===== config.mk =====
export PLATFORM = sky130hd
export DESIGN_NAME = uart_rx_wr
export DESIGN_NICKNAME = d
export VERILOG_FILES = /design/src/rtl/uart_rx_pkg.sv /design/src/rtl/uart_rx_wr_sync_2ff.sv /design/src/rtl/uart_rx_wr.sv
export SDC_FILE = /design/constraint.sdc
export NUM_CORES = 1
export LEC_CHECK = 0
export ABC_AREA = 0
export BUFFER_PORTS_ARGS = -buffer_cell sky130_fd_sc_hd__clkbuf_2
export CORE_MARGIN = 2
export CORE_UTILIZATION = 30
export DETAILED_ROUTE_END_ITERATION = 6
export GPL_TIMING_DRIVEN = 1
export RECOVER_POWER = 50
export SYNTH_ARGS = -nofsm -noshare
export SYNTH_HDL_FRONTEND = slang
export SYNTH_SLANG_ARGS = --single-unit

===== constraint.sdc =====
create_clock -name clk -period 2.51 [get_ports clk]
set_input_delay 0.502 -clock clk [delete_from_list [all_inputs] [get_ports clk]]
set_output_delay 0.502 -clock clk [all_outputs]
set_load 0.1 [all_outputs]

===== src/rtl/uart_rx_pkg.sv =====
// Shared types and constants for the UART write front end.
package uart_rx_pkg;

  typedef enum logic [2:0] {
    IDLE,
    START,
    DATA,
    PARITY,
    STOP
  } state_t;

  localparam int unsigned DATA_BITS = 8;

  // Width of a counter that must hold values 0..n-1.
  function automatic int unsigned cnt_width(input int unsigned n);
    return (n < 2) ? 1 : $clog2(n);
  endfunction

endpackage


===== src/rtl/uart_rx_wr_sync_2ff.sv =====
// Two-flop synchronizer for asynchronous pad inputs, with a configurable reset value.
module sync_2ff #(
  parameter int unsigned         WIDTH   = 1,
  parameter logic [WIDTH-1:0]    RST_VAL = '0
) (
  input  logic             clk,
  input  logic             rst,
  input  logic [WIDTH-1:0] d,
  output logic [WIDTH-1:0] q
);

  logic [WIDTH-1:0] meta;

  always_ff @(posedge clk or posedge rst) begin
    if (rst) begin
      meta <= RST_VAL;
      q    <= RST_VAL;
    end else begin
      meta <= d;
      q    <= meta;
    end
  end

endmodule


===== src/rtl/uart_rx_wr.sv =====
// UART receiver turning each good 8N1 frame (8E1 with UART_RX_PARITY_EN) into a
// one-cycle write strobe plus data byte for the GPIO register.
module uart_rx_wr
  import uart_rx_pkg::*;
#(
  parameter int unsigned CLKS_PER_BIT = 434
) (
  input  logic       clk,
  input  logic       rst,
  input  logic       ena,
  input  logic       rx,
  output logic       wr_en,
  output logic [7:0] wr_data,
  output logic       frame_err,
  output logic       busy
);

  localparam int unsigned CW = cnt_width(CLKS_PER_BIT);
  localparam int unsigned BW = $clog2(DATA_BITS);
  localparam logic [CW-1:0] HALF_LAST = CW'(CLKS_PER_BIT / 2 - 1);
  localparam logic [CW-1:0] BIT_LAST  = CW'(CLKS_PER_BIT - 1);
  localparam logic [BW-1:0] LAST_BIT  = BW'(DATA_BITS - 1);

  logic                 rx_s;
  state_t               state;
  logic [CW-1:0]        cyc_cnt;
  logic [BW-1:0]        bit_cnt;
  logic [DATA_BITS-1:0] shift;
  logic                 par_ok;

  sync_2ff #(
    .WIDTH   (1),
    .RST_VAL (1'b1)
  ) u_sync (
    .clk (clk),
    .rst (rst),
    .d   (rx),
    .q   (rx_s)
  );

`ifdef UART_RX_PARITY_EN
  logic par_err;
  assign par_ok = ~par_err;
`else
  assign par_ok = 1'b1;
`endif

  assign busy = (state != IDLE);

  always_ff @(posedge clk or posedge rst) begin
    if (rst) begin
      state     <= IDLE;
      cyc_cnt   <= '0;
      bit_cnt   <= '0;
      shift     <= '0;
      wr_data   <= '0;
      wr_en     <= 1'b0;
      frame_err <= 1'b0;
`ifdef UART_RX_PARITY_EN
      par_err   <= 1'b0;
`endif
    end else begin
      wr_en     <= 1'b0;
      frame_err <= 1'b0;
      if (!ena) begin
        state   <= IDLE;
        cyc_cnt <= '0;
        bit_cnt <= '0;
      end else begin
        case (state)
          IDLE: begin
            cyc_cnt <= '0;
            bit_cnt <= '0;
            if (!rx_s) state <= START;
          end
          // Mid-bit check of the start bit; a high sample is treated as a glitch.
          START: begin
            if (cyc_cnt == HALF_LAST) begin
              cyc_cnt <= '0;
              bit_cnt <= '0;
              state   <= rx_s ? IDLE : DATA;
            end else begin
              cyc_cnt <= cyc_cnt + 1'b1;
            end
          end
          DATA: begin
            if (cyc_cnt == BIT_LAST) begin
              cyc_cnt <= '0;
              shift   <= {rx_s, shift[DATA_BITS-1:1]};
              if (bit_cnt == LAST_BIT) begin
                bit_cnt <= '0;
`ifdef UART_RX_PARITY_EN
                state   <= PARITY;
`else
                state   <= STOP;
`endif
              end else begin
                bit_cnt <= bit_cnt + 1'b1;
              end
            end else begin
              cyc_cnt <= cyc_cnt + 1'b1;
            end
          end
`ifdef UART_RX_PARITY_EN
          PARITY: begin
            if (cyc_cnt == BIT_LAST) begin
              cyc_cnt <= '0;
              par_err <= rx_s ^ (^shift);
              state   <= STOP;
            end else begin
              cyc_cnt <= cyc_cnt + 1'b1;
            end
          end
`endif
          // Returning to IDLE at mid-stop lets a following start bit be caught with no gap.
          STOP: begin
            if (cyc_cnt == BIT_LAST) begin
              cyc_cnt <= '0;
              state   <= IDLE;
              if (rx_s && par_ok) begin
                wr_data <= shift;
                wr_en   <= 1'b1;
              end else begin
                frame_err <= 1'b1;
              end
            end else begin
              cyc_cnt <= cyc_cnt + 1'b1;
            end
          end
          default: begin
            state   <= IDLE;
            cyc_cnt <= '0;
            bit_cnt <= '0;
          end
        endcase
      end
    end
  end

endmodule


=== Word level (Yosys, flattened, before mapping) ===
Index checks and enable logic that the tools add are counted.

* Latch bits: 0
* Output and inout bits: 11
* Bits in read-only memories: 0
* Input bits: 4
* Register bits after elaboration: 35
* Memories kept: 0
* Bits in writable memories: 0
* Logic and storage cells: 55

* Divide/modulo/power cells: 0
* Bitwise gates (word level): 0
* Reduce and logical (&&, ||, !) cells: 7
* Equality and inequality tests: 12
* Shifts and indexed selects: 0
* Order comparisons: 0
* $mul: 0
* $add $sub $neg: 2
* Multiplexer cells: 25

{| class="wikitable"
|+ Operators by type and width
! operator !! number
|-
| $mux W3 || 10
|-
| $mux W9 || 3
|-
| $pmux W9 S2 || 1
|-
| $ne A3 B3 Y1 const B || 5
|-
| $pmux W3 S4 || 1
|-
| $add A9 B1 Y9 const B || 1
|-
| $eq A9 B8 Y1 const B || 1
|-
| $eq A9 B9 Y1 const B || 1
|-
| $pmux W3 S3 || 1
|-
| $mux W1 || 8
|-
| $eq A3 B3 Y1 const B || 2
|-
| $reduce_and A3 Y1 || 2
|-
| $reduce_and A5 Y1 || 1
|-
| $reduce_and A4 Y1 || 1
|-
| $add A3 B1 Y3 const B || 1
|-
| $eq A3 B1 Y1 const B || 1
|-
| $eq A3 B2 Y1 const B || 1
|-
| $logic_not A3 Y1 || 1
|-
| $reduce_bool A3 Y1 || 1
|-
| $mux W2 || 1
|-
| $ne A2 B2 Y1 const B || 1
|-
| $reduce_or A2 Y1 || 1
|}

=== Longest topological paths before layout ===
* Depth in word-level cells: 5
* Gate-level depth with buffers: 8
* Mapped depth without buffers: 6

=== By module ===
Synthesis repeated with hierarchy kept, for this count alone.

* Cells, all modules: 130
* Area total of the unflattened synthesis: 1597.8 um2

{| class="wikitable"
|+ By module, submodules not included
! module !! times used !! cells an instance !! area an instance (um2) !! sequential area each (um2)
|-
| uart_rx_wr || 1 || 127 || 1541.5 || 825.8
|-
| sync_2ff || 1 || 3 || 56.3 || 52.6
|}

=== Worst setup path after synthesis ===
Ideal clock, no wire load.

* Path type: reg2reg
* Start point: register cyc_cnt[0]
* End point: register state[1]
* Setup slack: 755 ps
* Data arrival time: 1637 ps
* Required time: 2392 ps
* Cell stages (with the launch flop): 8
* Path buffers: 2
* Setup time: 118 ps
* Period minus slack after synthesis: 1755 ps
* Cell sequence: dfrtp_1 ha_1 and4b_1 and2_1 buf_6 o31a_1 buf_6 a21o_1

* Cells in the longest elaborated chain, start to end: 3
* Elaborated cells on any way between the ends: 6
* Those cells by class: 5 x eq/ne; 1 x reduce/logical

{| class="wikitable"
|+ Ends and longest elaborated chain
! what !! RTL line !! text
|-
| from (decl) || uart_rx_wr.sv:26 || <nowiki>logic [CW-1:0] cyc_cnt;</nowiki>
|-
| from (signal assigned) || uart_rx_wr.sv:83 || <nowiki>cyc_cnt <= cyc_cnt + 1'b1;</nowiki>
|-
| from (signal assigned) || uart_rx_wr.sv:101 || <nowiki>cyc_cnt <= cyc_cnt + 1'b1;</nowiki>
|-
| from (signal assigned) || uart_rx_wr.sv:127 || <nowiki>cyc_cnt <= cyc_cnt + 1'b1;</nowiki>
|-
| $eq A9 B9 Y1 / $eq A9 B8 Y1 (equally long branches) || uart_rx_wr.sv:87, uart_rx_wr.sv:117, uart_rx_wr.sv:78 ||
|-
| $ne A3 B3 Y1 (no source line) || -- ||
|-
| $reduce_and A5 Y1 (no source line) (*) || -- ||
|-
| to (signal assigned) || uart_rx_wr.sv:81 || <nowiki>state <= rx_s ? IDLE : DATA;</nowiki>
|-
| to (decl) || uart_rx_wr.sv:25 || <nowiki>state_t state;</nowiki>
|}

Mark *: on every way between the ends. The rest lies on a longest branch, timed or not.
A chain may end at the register's enable or synchronous reset.

=== Final worst setup path ===
* Start point: register cyc_cnt[1]
* End point: register wr_data[2]

* Cells in the longest elaborated chain, start to end: 2

{| class="wikitable"
|+ Ends and longest elaborated chain
! what !! RTL line !! text
|-
| $eq A9 B9 Y1 || uart_rx_wr.sv:117 || <nowiki>if (cyc_cnt == BIT_LAST) begin</nowiki>
|-
| $reduce_and A4 Y1 (no source line) || -- ||
|-
| to (signal assigned) || uart_rx_wr.sv:121 || <nowiki>wr_data <= shift;</nowiki>
|-
| to (decl) || uart_rx_wr.sv:13 || <nowiki>output logic [7:0] wr_data,</nowiki>
|}

No other way between the ends.

==> metrics.txt <==
max-slew violation count=0; Final Hold Fails=0; clock insertion delay at the later pin of the skew report=about 0.28 ns; crit path kind=reg2reg; largest family of logic cells by synthesized area=simple AND/OR/NAND/NOR gates; core region area=between 5000 and 6000 sq um; cell area after synthesis=~1600 sq um; post-synthesis xor/xnor area fraction=0.0449; setup tns final=0 ns; dpl cells=about 210; Global Route Usage Sum=0.0982; Setup crit end kind=register; Syn Area/Cell=12.7 sq um; unrepaired setup endpoints after global routing=false; first-pass GRT wire length=4460 um; Seq/Total Area, Yosys=0.563; Site Rows=26; input/output buffers=14; setup bufs post-CTS=0; aggregate global routing overflow=0; CTS max path bufs=2; Gate Count Post-Synth=123; die height=76.1 um; gpl congestion=0.840; hold crit path type=in2async; CP Max Fanout=9; Peak VDD IR=between 0.15 and 0.2 mV; net count after synthesis=about 130; post-synthesis simple-gate area fraction=0.159; CTS root buffer=clkbuf_8; layout cells sized above 1=0.280; clock sink count=35; data arrival time of the worst path=2.19 ns; die width=76.1 um; mux cell area share after synthesis=0.123; total number of H-tree levels=2; Max-slew headroom=0.226; crit path launch type=register; flops & latches, synth=35; run status=completed; number of global-route vias before repair=between 900 and 1,000; via count=960; Tmin final=slightly above 2 ns; final HPWL from detailed placement=~1900 um; Routed WL=2600 um; Power per Cell Area=between 500 and 600 nW/um^2; Die ar.=a little under 6000 sq um; most common cell after layout, fill and taps aside=dfrtp_1; Synth Area in Compound Gates=0.0441; Layout fillers=around 530; Pleak=approximately 0.87 nW; total power=about 1.1 mW; # diodes=0; skew final=between 0.002 and 0.003 ns; largest net degree at the start of global routing=36; drt first pass iters=4; Slew @ Worst Pin=around 1.2 ns; final setup fails=0; total clock buffers created by CTS=5; synth-to-layout area growth=13.9%; CTS clock-pin slew for the worst setup and hold paths=roughly 0.07 ns; DR DRC count=0; I/O pin cnt=15; Via density=between 4 and 5; CTS tree=built; Warnings, synthesis=0; critical path cell sequence=inv_1 -> ha_1 -> and4b_1 -> and2_0 -> nand3_2 -> mux2_2; final worst-path cycle share=0.808; Fmax=around 0.49 GHz; Final ANT Viol Nets=0; most frequent cells in the layout=dfrtp_1, mux2_2, nor2_1; area share of fa/ha/maj cells after synthesis=0.0401; post-route insts no fill=around 210; Initial DRC Count=between 40 and 50; Final #Nets=~150; Synth cell types=36; post-CTS sizing=0; final core utilization=0.350; max cap viols=0; starting density of the core=0.308; CP Data Required Time=about 2.7 ns; WL/cell=around 12 um; CTS Hold Buffers Added=0; critical path's slowest cell=dfrtp_1; initial antenna violation count=0; Hold WS=0.287 ns; CP max stage delay=a little over 0.4 ns
==> routing by layer <==
metal	GRT usage	up-vias	part of all wire
met4	0.0655	0	0.024
met2	0.161	12	0.47
met5	0	-	0
li1	-	469	-
met1	0.113	474	0.48
met3	0.0261	5	0.028
==> cell usage after synthesis, drive strengths merged <==
cell type | instances | area share
nand4b | 1 | 0.0056
dfrtp | 33 | 0.53
or3b | 1 | 0.0056
dfstp | 2 | 0.034
or4b | 1 | 0.0064
nand2b | 1 | 0.0040
ha | 5 | 0.040
or3 | 1 | 0.0040
and2 | 2 | 0.0080
nor3 | 2 | 0.0064
o31a | 1 | 0.0056
xnor2 | 5 | 0.028
xor2 | 3 | 0.017
o21ai | 1 | 0.0032
nor4bb | 1 | 0.0064
or4bb | 2 | 0.014
a22o | 1 | 0.0056
and4bb | 1 | 0.0080
o21bai | 1 | 0.0072
and4b | 1 | 0.0064
nand3 | 5 | 0.019
nand3b | 1 | 0.0048
nor2 | 13 | 0.031
nand2 | 5 | 0.012
nand4 | 2 | 0.0080
nor2b | 1 | 0.0040
mux2 | 17 | 0.12
o211ai | 1 | 0.0048
a21o | 1 | 0.0048
and3 | 1 | 0.0040
inv | 4 | 0.0096
a32o | 1 | 0.0064
buf | 3 | 0.018
a21oi | 2 | 0.0064
==> stage by stage <==
step | instance area, sq um | setup slack, ns
finish | 1780 | 0.482
global route | 1780 | 0.332
CTS | 1780 | 0.501
detailed placement | 1700 | 0.534
global placement | 1700 | 0.563
floorplan | 1560 | 0.755
==> worst max-delay path, delay by kind of cell (launching register included) <==
family                     cells  cell delay [ns]
and+or+nand+nor                3             0.89
DFF                            1             0.41
muxes                          1             0.36
adders and majority gates      1             0.15
buffers and inverters          1             0.10
==> layout make-up <==
class	count	area, sq um	area share
flip-flops and latches	35	878	0.494
multi-input cells	81	641	0.360
clock inverters	1	5.00	0.00281
well taps	70	87.6	0.0493
repair buffers	15	75.1	0.0422
clock buffers	7	76.3	0.0429
inverters	4	15.0	0.00844
==> path summary, 6_finish.rpt <==
path / start / endpoint / slack, ns / cells after the start
worst max-delay path: cyc_cnt[1] / wr_data[2] / 0.48 / 6
worst min-delay path: rst / shift[6] / 0.29 / 3
worst max register to register: cyc_cnt[1] / wr_data[2] / 0.48 / 6
worst min register to register: u_sync.meta / u_sync.q / 0.36 / 0
max in group asynchronous: rst / u_sync.q / 1.89 / 3
min in group clk: rx / u_sync.meta / 0.30 / 1
==> registers in the layout, summed over array words and instances (netlist names) <==
signal       count
frame_err        1
bit_cnt          3
state            3
u_sync.meta      1
wr_data          8
shift            8
u_sync.q         1
wr_en            1
cyc_cnt          9
==> cell families (layout without fill, tap and decap cells) <==
group,after synthesis,in the layout
compound gates,9,9
xor+xnor,8,8
fa+ha+maj,5,5
buf+inv,7,27
flops,35,35
mux,17,17
simple gates,42,42
==> where the power goes <==
part / switching (mW) / internal (mW) / leakage [nW]
combinational: 0.0624 / 0.0248 / 0.343
clock: 0.187 / 0.194 / 0.0422
sequential: 0.0122 / 0.574 / 0.480
total: 0.262 / 0.793 / 0.865
(Power assumes the default switching activity.)
